File: src/rtl/multi_channel_timer.sv
// Multi-channel terminal-count timer: per-channel periodic/one-shot counters with one-cycle ticks.
// Define PRESCALE_EN to gate all channel counting with a shared prescaler strobe.
`timescale 1ns/1ps

// state | meaning
// IDLE  | count held at 0, no tick, waiting for start
// RUN   | counting enabled cycles up to the terminal value
module multi_channel_timer #(
   parameter int WIDTH    = 24,
   parameter int NUM_CH   = 4,
   parameter int PRESCALE = 12
) (
   input  logic                    clk,
   input  logic                    reset,
   input  logic [NUM_CH-1:0]       start,
   input  logic [NUM_CH-1:0]       stop,
   input  logic [NUM_CH-1:0]       en,
   input  logic [NUM_CH-1:0]       oneshot,
   input  logic [NUM_CH*WIDTH-1:0] num,
   output logic [NUM_CH-1:0]       tick,
   output logic [NUM_CH-1:0]       busy,
   output logic                    any_tick
);

   typedef enum logic {IDLE = 1'b0, RUN = 1'b1} state_t;

   state_t            state [NUM_CH];
   logic [WIDTH-1:0]  count [NUM_CH];
   logic [NUM_CH-1:0] adv;
   logic [NUM_CH-1:0] match;
   logic [NUM_CH-1:0] tick_nxt;
   logic              strobe;

`ifdef PRESCALE_EN
   localparam int PW = (PRESCALE > 0) ? $clog2(PRESCALE + 1) : 1;
   logic [PW-1:0] pre_cnt;

   // free-running; start does not realign the prescaler phase
   assign strobe = (pre_cnt == PW'(PRESCALE));

   always_ff @(posedge clk or negedge reset) begin
      if (!reset) begin
         pre_cnt <= '0;
      end else if (strobe) begin
         pre_cnt <= '0;
      end else begin
         pre_cnt <= pre_cnt + PW'(1);
      end
   end
`else
   assign strobe = 1'b1;
`endif

   always_comb begin
      adv      = '0;
      match    = '0;
      tick_nxt = '0;
      busy     = '0;
      for (int i = 0; i < NUM_CH; i++) begin
         adv[i]      = en[i] & strobe;
         match[i]    = (count[i] == num[i*WIDTH +: WIDTH]);
         // stop and start both override a coincident terminal match
         tick_nxt[i] = !stop[i] && !start[i] && (state[i] == RUN) && adv[i] && match[i];
         busy[i]     = (state[i] == RUN);
      end
   end

   always_ff @(posedge clk or negedge reset) begin
      if (!reset) begin
         for (int i = 0; i < NUM_CH; i++) begin
            state[i] <= IDLE;
            count[i] <= '0;
         end
         tick     <= '0;
         any_tick <= 1'b0;
      end else begin
         tick     <= tick_nxt;
         any_tick <= |tick_nxt;
         for (int i = 0; i < NUM_CH; i++) begin
            if (stop[i]) begin
               state[i] <= IDLE;
               count[i] <= '0;
            end else if (start[i]) begin
               state[i] <= RUN;
               count[i] <= '0;
            end else if ((state[i] == RUN) && adv[i]) begin
               if (match[i]) begin
                  count[i] <= '0;
                  if (oneshot[i]) begin
                     state[i] <= IDLE;
                  end
               end else begin
                  count[i] <= count[i] + WIDTH'(1);
               end
            end
         end
      end
   end

endmodule
File: config.mk
export PLATFORM = sky130hd
export DESIGN_NAME = multi_channel_timer
export DESIGN_NICKNAME = d
export VERILOG_FILES = /design/src/rtl/multi_channel_timer.sv
export SDC_FILE = /design/constraint.sdc
export NUM_CORES = 1
export LEC_CHECK = 0
export BUFFER_PORTS_ARGS = -buffer_cell sky130_fd_sc_hd__buf_2
export CAP_MARGIN = 20
export CELL_PAD_IN_SITES_DETAIL_PLACEMENT = 0
export CELL_PAD_IN_SITES_GLOBAL_PLACEMENT = 1
export CORE_ASPECT_RATIO = 0.75
export CORE_MARGIN = 2
export CORE_UTILIZATION = 39
export DETAILED_ROUTE_END_ITERATION = 6
export PLACE_DENSITY = 0.78
export SYNTH_ARGS = -nofsm -noshare
export SYNTH_HDL_FRONTEND = slang
export SYNTH_SLANG_ARGS = --single-unit
File: constraint.sdc
create_clock -name clk -period 2.2 [get_ports clk]
set_input_delay 0.11 -clock clk [delete_from_list [all_inputs] [get_ports clk]]
set_output_delay 0.11 -clock clk [all_outputs]
set_load 0.05 [all_outputs]
# [After elaboration in Yosys (flattened, before gate mapping)]
# Index checks and enable logic that the tools add are counted.
[op_classes] add_sub_neg=4 eq_ne=4 n_mux=36 n_reduce_logical=45
[op_table] op="2-to-1 mux 24 bit" n=16
[op_table] op="adder 24 x 1 -> 24 bit, second input constant" n=4
[op_table] op="== test 24 bit" n=4
[op_table] op="nonzero test 3 bit" n=12
[op_table] op="logical AND 1 bit" n=20
[op_table] op="2-to-1 mux 1 bit" n=20
[op_table] op="AND reduction 3 bit" n=4
[op_table] op="logical NOT 1 bit" n=8
[op_table] op="OR reduction 4 bit" n=1
[totals] ff_bits=105

# [Longest topological paths before layout]
[depth] word_depth=6 mapped_depth=8

# [Least setup slack after synthesis]
# OpenSTA, ideal clock, no wires.
[synth_path] path_type="register to register" start="reg state (netlist bit busy[0])" end="reg count[93] (netlist name)" setup_time_ps=121 t_arrival_ps=1916 slack_ps=163 stages_incl_launch_ff=8 path_buffers=1 cell_sequence="dfrtp_1 a211oi_2 or3_1 buf_2 nor4_4 and4_1 xnor2_1 nor2_1"
[synth_between] elab_chain_len=2
[synth_lines] item="start: declaration" line_no="27" rtl="state_t state [NUM_CH];"
[synth_lines] item="start signal: indexed assignment" line_no="71" rtl="state[i] <= IDLE;"
[synth_lines] item="start signal: indexed assignment" line_no="81" rtl="state[i] <= IDLE;"
[synth_lines] item="start signal: indexed assignment" line_no="84" rtl="state[i] <= RUN;"
[synth_lines] item="logical AND 1 bit" line_no="86" rtl="end else if ((state[i] == RUN) && adv[i]) begin"
[synth_lines] item="nonzero test 3 bit (no source line)"
[synth_lines] item="end signal: indexed assignment" line_no="93" rtl="count[i] <= count[i] + WIDTH'(1);"
[synth_lines] item="end: declaration" line_no="28" rtl="logic [WIDTH-1:0] count [NUM_CH];"
# Every way passes these cells.
# A chain may end at the register's enable or synchronous reset.

# [Worst setup path in the final report]
[layout_path] start="reg count[28] (netlist name)" end="reg count[34] (netlist name)"
[layout_between] elab_chain_len=5
[layout_lines] item="adder 24 x 1 -> 24 bit / == test 24 bit (equally long branches)" line_no="93, 61"
[layout_lines] item="2-to-1 mux 24 bit (*)" line_no="87" rtl="if (match[i]) begin"
[layout_lines] item="2-to-1 mux 24 bit (*)" line_no="86"
[layout_lines] item="2-to-1 mux 24 bit (*)" line_no="83" rtl="end else if (start[i]) begin"
[layout_lines] item="2-to-1 mux 24 bit (*)" line_no="80" rtl="if (stop[i]) begin"
# Mark *: on every way between the ends. The rest lies on a longest branch, timed or not. The select of a mux whose other input is x is not followed.

==> results.toml <==
[outcome]
status = "finished, final reports clean"

[floorplanning]
placementRows = 40
fp.dieW_um = 150
coreArea_sq_um = 15900
initial_utilization = 0.395
ios = 123
die_h_um = 114
die_area_sq_um = 17100

[detailed_routing]
postRouteAntennaNets = 0
routed-wl-met2_mm = 7.26
highest_layer = "met4"
drt-met1-wl_mm = 7.86
firstDrtPassIters = 6
wirelength_mm = 16.0
num_vias = 5323
wl_per_cell_um = 15.5
viasPerCell = 5.16
drt_iter0_markers = 323
drc_errors = 0
wl_met3_um = 771

[worst_setup_path]
r2r_cells = 6
r2r_end = "count[34]"
reg2reg_from = "count[28]"
worstPathRequired_ns = 2.44
cp.arrival_ns = 2.26
worstPathMaxFanout = 9
endpoint_kind = "register"
cp-start-kind = "register"
r2r_slack_ns = 0.17
cp-startpoint = "count[28]"
crit_type = "register to register"

[layout]
fin_nets = 935
syn2layout_area_growth_pct = 20.8
final_cells = 1032
utilization = 0.477
final_area_sq_um = 7560
diodes = 0
fill_cells = 1486
drive_gt1_frac = 0.206

[run]
max_cap_violations = 0

[timing]
finClkSkew_ns = 0.00879
worst_slack_ns = 0.173
tns_ns = 0
hold_ws_ns = 0.0535
fin_crit_sh = 0.921
worst_pin_slew_ns = 0.511
final-hold-violation-count = 0
fin_crit_ns = 2.03
rsz0062_at_grt = "no"
slew-limit-headroom = 0.659
max_freq_ghz = 0.493
finalSetupViolCount = 0
slew_viol_final = 0

[synthesis]
async_flop_share = 1.00
netlist_area_sq_um = 6260
synth.avg_cell_area_sq_um = 9.19
ys_types = 55
synthFlopType = "dfrtp_1"
synth-seq-cells = 105
synth_commonest_cells = "dfrtp_1 (105), xnor2_1 (101), nor2_1 (81)"
seq_area_frac_synth = 0.420
synth_top_area_frac = 0.420
ys_warn_count = 0
syn_inst = 681
synth_top_area_cell = "dfrtp_1"
synth_area_leaders = "dfrtp_1 (42%), xnor2_1 (14%), xor2_1 (7.3%)"
syn_nets = 799
yosysMostFrequentCell = "dfrtp_1"
synth_edf_count = 0

[pwr]
peakVddDrop_uv = 300
power.total_mw = 3.92
cellLeakagePower_nw = 3.18
powerDensity_nw_per_um2 = 519

[clock_tree]
clk_path_buf_depth = 2
cts.sinks = 105
tritoncts = "built"
cts.clk_slew.worst_paths_ns = 0.08
cts_buffers = 9
htree_levels = 3
postCtsSetupBuffers = 0
cts_root_buf = "clkbuf_16"
clock_latency_ns = 0.36

[global_route]
grt_pass1_wl_mm = 26.5
grt_usage = 0.195
antenna_found_initial = 0
first_global_vias = 5406
gr-total-overflow = 0
grt_max_degree = 47

[place]
dp_hpwl_mm = 12.3
port_buffers = 122
placed_cells = 1008
gp_congestion = 0.854
placed_cell_area_sq_um = 7170
post-place-ws_ns = 0.132

[hold_path]
holdPathEnd = "busy[0]"
hold_start = "start[0]"
holdPathStages = 3
hold_class = "primary input to register"
## power breakdown
part           internal, mW  switching (mW)
registers              1.94          0.0122
logic                 0.183           0.218
clock network         0.813           0.757
total                  2.93           0.987
## worst max-delay path by stage
stage | to | slack, ns | cells after the start
final | count[34] | 0.17 | 6
after CTS | count[34] | 0.12 | 6
after floorplan | count[93] | 0.16 | 7
after global routing | count[54] | 0.02 | 6
after global placement | count[34] | 0.22 | 6
after detailed placement | count[34] | 0.13 | 6
## cell usage in the layout (no fill, tap or decap), types with 16 or more instances in the layout
| cell | instances |
|---|---|
| buf_2 | 121 |
| dfrtp_1 | 105 |
| xnor2_1 | 101 |
| nor2_1 | 81 |
| nand2_1 | 66 |
| nand3_1 | 56 |
| xor2_1 | 52 |
| nand4_1 | 31 |
| and3_1 | 22 |
| a21oi_1 | 20 |
| inv_1 | 16 |
## layer usage
layer  vias up  GRT usage
met5         -          0
met4         0     0.0478
met3        10     0.0356
met2       141      0.302
met1      2546      0.284
li1       2626          -
## registers in the layout, indices dropped and copies added, names as in the netlist
register  flops
any_tick      1
busy          4
count        96
tick          4
## critical path, stage by stage, from the launching register on
cell and delay [ns]:
dfrtp_1 0.48, xnor2_2 0.18, nand4_1 0.19, nor4_4 0.38, a21oi_2 0.19, and3_1 0.22
a211o_1 0.27
## cell families (layout without fill, tap and decap cells)
group,after synthesis,count (layout),synth area share
and+or+nand+nor,312,312,0.252
xor gates and xnor gates,154,154,0.217
DFF,105,105,0.420
AOI/OAI and AO/OA,70,70,0.0759
buffers and inverters,35,176,0.0258
adders and majority gates,4,4,0.00799
muxes,1,1,0.00160
## timing repair
action / in CTS / in global routing
gates resized for setup: 0 / 3
endpoints found under the hold margin: 33 / 0
hold buffers: 8 / 0
endpoints found under the setup margin: 0 / 3
## area by class of cell
type	instances	area, sq um	area share
multi-input combinational	541	3500	0.463
clock buffer	10	239	0.0316
clock inverter	6	51.3	0.00678
tap	210	263	0.0347
timing repair buffer	144	823	0.109
inverter	16	60.1	0.00794
sequential	105	2630	0.347
Power figures use the tool's default switching activity.
